==> config.mk <==
export PLATFORM = sky130hd
export DESIGN_NAME = exception_controller
export DESIGN_NICKNAME = d
export VERILOG_FILES = /design/src/rtl/exception_controller.sv
export SDC_FILE = /design/constraint.sdc
export NUM_CORES = 1
export LEC_CHECK = 0
export BUFFER_PORTS_ARGS = -buffer_cell sky130_fd_sc_hd__buf_4
export CORE_ASPECT_RATIO = 2
export CORE_MARGIN = 2
export CORE_UTILIZATION = 50
export DETAILED_ROUTE_END_ITERATION = 8
export HOLD_SLACK_MARGIN = 0.05
export PLACE_DENSITY = 0.82
export SLEW_MARGIN = 0
export SYNTH_ARGS = -nofsm -noshare
export SYNTH_HDL_FRONTEND = slang
export SYNTH_SLANG_ARGS = --single-unit
==> constraint.sdc <==
create_clock -name clk -period 3.5 [get_ports clk]
set_input_delay 0.7 -clock clk [delete_from_list [all_inputs] [get_ports clk]]
set_output_delay 0.7 -clock clk [all_outputs]
set_load 0.03 [all_outputs]
==> src/rtl/exception_controller.sv <==
`timescale 1ns/1ps
// -----------------------------------------------------------------------------
// exception_controller
//
// Sequences exception entry and return for the LEGv8 pipeline. An exception
// request sampled in IDLE captures the faulting PC and cause, then walks the
// pipeline through a flush cycle and a redirect cycle to the vector. The
// handler runs until ERET, which flushes and redirects fetch back to ELR.
//
// Optional feature macro: EXC_DOUBLE_FAULT_EN
//   defined   : a non-IRQ exception inside the handler sets ESR to 4'b1111
//               and parks the controller in HALT until reset.
//   undefined : a non-IRQ exception inside the handler re-enters the
//               exception sequence; HALT is unreachable and Halted is 0.
//
// Ports
//   clk        in   system clock, rising edge
//   reset      in   asynchronous active-low reset
//   Exc        in   exception request from decoder
//   EStatus    in   [3:0] cause code (4'b0001 IRQ, 4'b0010 illegal insn)
//   ERet       in   ERET instruction in decode
//   PC_in      in   [N-1:0] PC of the decode-stage instruction
//   Flush      out  squash IF/ID/EX
//   PCSel_exc  out  fetch selects PCexc
//   PCexc      out  [N-1:0] redirect target
//   ExcAck     out  one-cycle pulse on vector redirect
//   InExc      out  handler running
//   ELR        out  [N-1:0] exception link register
//   ESR        out  [3:0] exception status register
//   ExcCount   out  [7:0] saturating count of exceptions taken
//   Halted     out  double-fault halt
//
// All outputs are registers loaded from the decode of the next state, so
// each output reflects the state held during the same cycle.
// -----------------------------------------------------------------------------
module exception_controller #(
    parameter int           N      = 64,
    parameter logic [N-1:0] VECTOR = 64'h0000_0000_0000_00D8
) (
    input  logic         clk,
    input  logic         reset,
    input  logic         Exc,
    input  logic [3:0]   EStatus,
    input  logic         ERet,
    input  logic [N-1:0] PC_in,
    output logic         Flush,
    output logic         PCSel_exc,
    output logic [N-1:0] PCexc,
    output logic         ExcAck,
    output logic         InExc,
    output logic [N-1:0] ELR,
    output logic [3:0]   ESR,
    output logic [7:0]   ExcCount,
    output logic         Halted
);

    localparam logic [3:0] CAUSE_IRQ    = 4'b0001;
    localparam logic [3:0] CAUSE_DFAULT = 4'b1111;

    typedef enum logic [2:0] {
        ST_IDLE     = 3'd0,
        ST_FLUSH    = 3'd1,
        ST_REDIRECT = 3'd2,
        ST_HANDLER  = 3'd3,
        ST_RETURN   = 3'd4,
        ST_HALT     = 3'd5
    } state_t;

    state_t       state_r;
    state_t       state_next_s;
    logic [N-1:0] elr_r;
    logic [N-1:0] elr_next_s;
    logic [3:0]   esr_r;
    logic [3:0]   esr_next_s;
    logic [7:0]   cnt_r;
    logic [7:0]   cnt_next_s;

    logic         flush_r;
    logic         pcsel_r;
    logic [N-1:0] pcexc_r;
    logic         ack_r;
    logic         inexc_r;
    logic         flush_next_s;
    logic         pcsel_next_s;
    logic [N-1:0] pcexc_next_s;
    logic         ack_next_s;
    logic         inexc_next_s;

    // Saturating increment: the exception counter sticks at 8'hFF.
    function automatic logic [7:0] sat_inc(input logic [7:0] v);
        if (v == 8'hFF) begin
            return 8'hFF;
        end else begin
            return v + 8'd1;
        end
    endfunction

    // Next-state and exception-register update logic.
    always_comb begin
        state_next_s = state_r;
        elr_next_s   = elr_r;
        esr_next_s   = esr_r;
        cnt_next_s   = cnt_r;
        case (state_r)
            ST_IDLE: begin
                // A lone ERET outside a handler is a no-op.
                if (Exc) begin
                    elr_next_s   = PC_in;
                    esr_next_s   = EStatus;
                    cnt_next_s   = sat_inc(cnt_r);
                    state_next_s = ST_FLUSH;
                end else begin
                    state_next_s = ST_IDLE;
                end
            end
            ST_FLUSH: begin
                state_next_s = ST_REDIRECT;
            end
            ST_REDIRECT: begin
                state_next_s = ST_HANDLER;
            end
            ST_HANDLER: begin
                // A held IRQ line is ignored here; any other cause is a
                // nested fault and takes priority over a concurrent ERET.
                if (Exc && (EStatus != CAUSE_IRQ)) begin
`ifdef EXC_DOUBLE_FAULT_EN
                    esr_next_s   = CAUSE_DFAULT;
                    state_next_s = ST_HALT;
`else
                    elr_next_s   = PC_in;
                    esr_next_s   = EStatus;
                    cnt_next_s   = sat_inc(cnt_r);
                    state_next_s = ST_FLUSH;
`endif
                end else if (ERet && !Exc) begin
                    state_next_s = ST_RETURN;
                end else begin
                    state_next_s = ST_HANDLER;
                end
            end
            ST_RETURN: begin
                state_next_s = ST_IDLE;
            end
            ST_HALT: begin
`ifdef EXC_DOUBLE_FAULT_EN
                state_next_s = ST_HALT;
`else
                state_next_s = ST_IDLE;
`endif
            end
            default: begin
                state_next_s = ST_IDLE;
            end
        endcase
    end

    // Output decode of the state being entered, registered below.
    always_comb begin
        flush_next_s = 1'b0;
        pcsel_next_s = 1'b0;
        pcexc_next_s = {N{1'b0}};
        ack_next_s   = 1'b0;
        inexc_next_s = 1'b0;
        case (state_next_s)
            ST_IDLE: begin
                flush_next_s = 1'b0;
            end
            ST_FLUSH: begin
                flush_next_s = 1'b1;
            end
            ST_REDIRECT: begin
                flush_next_s = 1'b1;
                pcsel_next_s = 1'b1;
                pcexc_next_s = VECTOR;
                ack_next_s   = 1'b1;
            end
            ST_HANDLER: begin
                inexc_next_s = 1'b1;
            end
            ST_RETURN: begin
                flush_next_s = 1'b1;
                pcsel_next_s = 1'b1;
                pcexc_next_s = elr_next_s;
                inexc_next_s = 1'b1;
            end
            ST_HALT: begin
                flush_next_s = 1'b1;
                inexc_next_s = 1'b1;
            end
            default: begin
                flush_next_s = 1'b0;
            end
        endcase
    end

    // State, exception registers and registered outputs.
    always_ff @(posedge clk or negedge reset) begin
        if (!reset) begin
            state_r <= ST_IDLE;
            elr_r   <= {N{1'b0}};
            esr_r   <= 4'b0000;
            cnt_r   <= 8'h00;
            flush_r <= 1'b0;
            pcsel_r <= 1'b0;
            pcexc_r <= {N{1'b0}};
            ack_r   <= 1'b0;
            inexc_r <= 1'b0;
        end else begin
            state_r <= state_next_s;
            elr_r   <= elr_next_s;
            esr_r   <= esr_next_s;
            cnt_r   <= cnt_next_s;
            flush_r <= flush_next_s;
            pcsel_r <= pcsel_next_s;
            pcexc_r <= pcexc_next_s;
            ack_r   <= ack_next_s;
            inexc_r <= inexc_next_s;
        end
    end

`ifdef EXC_DOUBLE_FAULT_EN
    logic halted_r;

    // Halt flag, set on entry to the double-fault state.
    always_ff @(posedge clk or negedge reset) begin
        if (!reset) begin
            halted_r <= 1'b0;
        end else begin
            halted_r <= (state_next_s == ST_HALT);
        end
    end

    assign Halted = halted_r;
`else
    assign Halted = 1'b0;
`endif

    assign Flush     = flush_r;
    assign PCSel_exc = pcsel_r;
    assign PCexc     = pcexc_r;
    assign ExcAck    = ack_r;
    assign InExc     = inexc_r;
    assign ELR       = elr_r;
    assign ESR       = esr_r;
    assign ExcCount  = cnt_r;

endmodule

==> summary.txt <==
share of layout cells above drive strength 1 -> 38.93%
critical path fanouts, max -> 35
clk_skew -> 0.005442 ns
Die ar. -> 11960 sq um
initial DRC count -> 279
CTS tree -> built
CTS Buf Count -> 17
Initial Util -> 51.10%
Fin Setup TNS -> 0 ns
Nets -> 792
FFs w/ async S/R, synth -> 100.0%
max-slew violation count -> 0
Leakage -> 0.004266 uW
fin crit share -> 70.63%
PostCTS Resize Cnt -> 0
Worst R2R Start -> state_r[2]$_DFF_PN0_
Tot Pwr -> 7160 uW
Post-CTS Hold Buffers -> 0
ANT nets after route -> 0
Crit path largest cell delay -> 0.62 ns
EDFF count, synth -> 0
Worst setup startpoint -> state_r[2]$_DFF_PN0_
max_slew headroom -> 43.10%
Max Cap Viol -> 0
CP max-delay cell -> a21o_2
Sw Share -> 40.44%
cells after synthesis -> 508
first-pass GRT wire length -> 24730 microns
Clock Path Buffers -> 2
Worst-Skew Late Latency -> 0.42 ns
Yosys top cell area share -> 66.59%
Setup CP Type -> reg2reg
VDD IR-drop max -> 0.6546 mV
clock power share -> 27.7%
gpl congestion -> 0.8177
synthesized area per cell -> 10.87 sq um
hold slack final -> 0.3052 ns
core area -> 10810 sq um
total grt overflow -> 0
Clock Root Buffer -> clkbuf_16
critical path launch point type -> flop
n_diodes -> 0
Clk pin slew, worst setup/hold paths -> 0.06 ns
vias in the first global route -> 4887
Non-Filler Instances -> 872
Post-CTS Setup Bufs -> 0
Fin. Hold Viols -> 0
half-perimeter wire length after placement -> 11050 microns
IO Port Bufs -> 215
worst min path class -> in2async
row count -> 54
Die X -> 78.33 microns
Main synth FF type -> dfrtp_1
mapped cell area -> 5524 sq um
Gate power share -> 39.2%
Critical Path RT -> 3.82 ns
fin crit period -> 2.472 ns
largest net degree at the start of global routing -> 79
routed vias -> 4620
Residual DRC -> 0
FF+latch count, synth -> 147
total track usage -> 27.29%
unrepaired setup endpoints after global routing -> false
DR pass1 iterations -> 5
Num Clock Sinks -> 147
internal power -> 4264 uW
highest clock rate -> 404.5 MHz
Vias/cell -> 5.298
register area share after synthesis -> 66.59%
crit path cell chain -> and4b_1 > a21o_2 > buf_4 > nand3_1 > a21oi_1
Ports -> 217
area post-placement -> 7234 sq um
drt wl/cell -> 17.98 microns
power per cell area -> 908.2 nW/um^2
DP Cell Count -> 840
crit path DAT -> 2.80 ns
register share of total power -> 33.1%
Distinct cells, synth -> 35
Yosys top cell by area -> dfrtp_1
P_sw -> 2896 uW
status -> finished, final reports clean
Critical Path End Type -> flop
CTS H-tree depth -> 4
synth top area cells -> dfrtp_1, nand2_1, a21oi_1
Die Height -> 152.6 microns
Synth Net Count -> 581
final setup fails -> 0
Worst Tran Pin Value -> 0.8517 ns
final instance area -> 7884 sq um
total wire length -> 15680 microns
synthesis warning total -> 0
initial antenna violation count -> 0
Area growth syn-to-layout -> 42.72%
## cells by family after synthesis
| group | count (synthesis) | synth area share (%) |
|---|---|---|
| other | 1 | 0.06789 |
| flip-flops | 147 | 66.59 |
| adder cells (fa/ha/maj) | 1 | 0.2265 |
| multiplexers | 2 | 0.4077 |
| AO/OA/AOI/OAI | 86 | 8.471 |
| buffers and inverters | 35 | 3.533 |
| AND/OR/NAND/NOR | 236 | 20.70 |
## routing by layer
layer | vias up | routed length, microns | track usage (%)
met5 | - | 0 | 0
met4 | 0 | 856 | 15.29
met3 | 49 | 981 | 8.057
met2 | 213 | 8754 | 49.18
met1 | 2247 | 5083 | 27.19
li1 | 2111 | - | -
## layout make-up
cell class	instances	area [sq um]
clock buffer	19	442.9
clock inverter	13	206.4
fill	780	2927
inverter	2	7.507
multi-input combinational	326	1668
sequential	147	3679
tap	140	175.2
timing repair buffer	225	1705
## through the flow
step / utilization (%) / setup slack [ns]
floorplan: - / 1.407
global placement: 66.92 / 0.9374
detailed placement: 66.92 / 0.9021
CTS: 72.93 / 1.055
global route: 72.93 / 0.8755
finish: 72.93 / 1.028
## placed cells by master (no fill, tap or decap), types with 2 or more instances in the layout
cell type / netlist / layout
buf_4: 3 / 223
a21oi_1: 68 / 68
a21oi_4: 0 / 2
a21o_1: 5 / 4
nand2_1: 147 / 147
o21ai_0: 2 / 2
bufinv_16: 0 / 5
inv_1: 2 / 2
nand4_1: 3 / 3
a31oi_1: 4 / 4
nand3_2: 20 / 20
dfrtp_1: 147 / 147
o21bai_1: 3 / 3
clkinvlp_4: 0 / 2
clkbuf_16: 0 / 17
nand3_1: 46 / 46
clkinv_2: 0 / 3
nand2b_1: 3 / 3
clkinv_4: 0 / 2
nor2_1: 6 / 6
mux2_2: 2 / 2
## Yosys cell counts (3+ instances only)
master    count
clkbuf_1      8
buf_6         4
a31oi_1       4
dfrtp_1     147
nand3_2      20
nand4_1       3
a21o_1        5
nor2_1        6
a21oi_1      68
nand3_1      46
nand2b_1      3
nand2_1     147
o21bai_1      3
buf_4         3
buf_2        17
## flip-flops by register name, summed over array words and instances, names as in the netlist
name	flops
PCSel_exc	1
ESR	4
ExcCount	8
Flush	1
PCexc	64
InExc	1
ExcAck	1
ELR	64
state_r	3
## power by group through the flow
stage | clock, uW | combinational [uW] | sequential [uW]
2_1_floorplan | 0 | 1080 | 3070
3_3_place_gp | 0 | 2730 | 2370
3_5_place_dp | 0 | 2810 | 2390
4_1_cts | 2010 | 2830 | 2370
5_1_grt | 2090 | 3010 | 2410
6_report | 1980 | 2810 | 2370
## path summary, 6_finish.rpt
| kind | end | slack (ns) | depth (start not counted) |
|---|---|---|---|
| max reg2reg | PCexc[14]$_DFF_PN0_ | 1.03 | 5 |
| max in group asynchronous | PCexc[12]$_DFF_PN0_ | 2.36 | 2 |
| min in group clk | ELR[63]$_DFF_PN0_ | 0.49 | 2 |
| max | PCexc[14]$_DFF_PN0_ | 1.03 | 5 |
| min reg2reg | ELR[63]$_DFF_PN0_ | 0.49 | 2 |
| min | PCexc[37]$_DFF_PN0_ | 0.31 | 1 |
## worst max-delay path: cells and delay by family, from the launching register on
kind,cells,cell delay [ns]
AO/OA/AOI/OAI,2,0.85
AND/OR/NAND/NOR,2,0.57
flip-flops,1,0.51
buffers and inverters,1,0.43
Note: power is estimated with default switching activity, not from simulation.
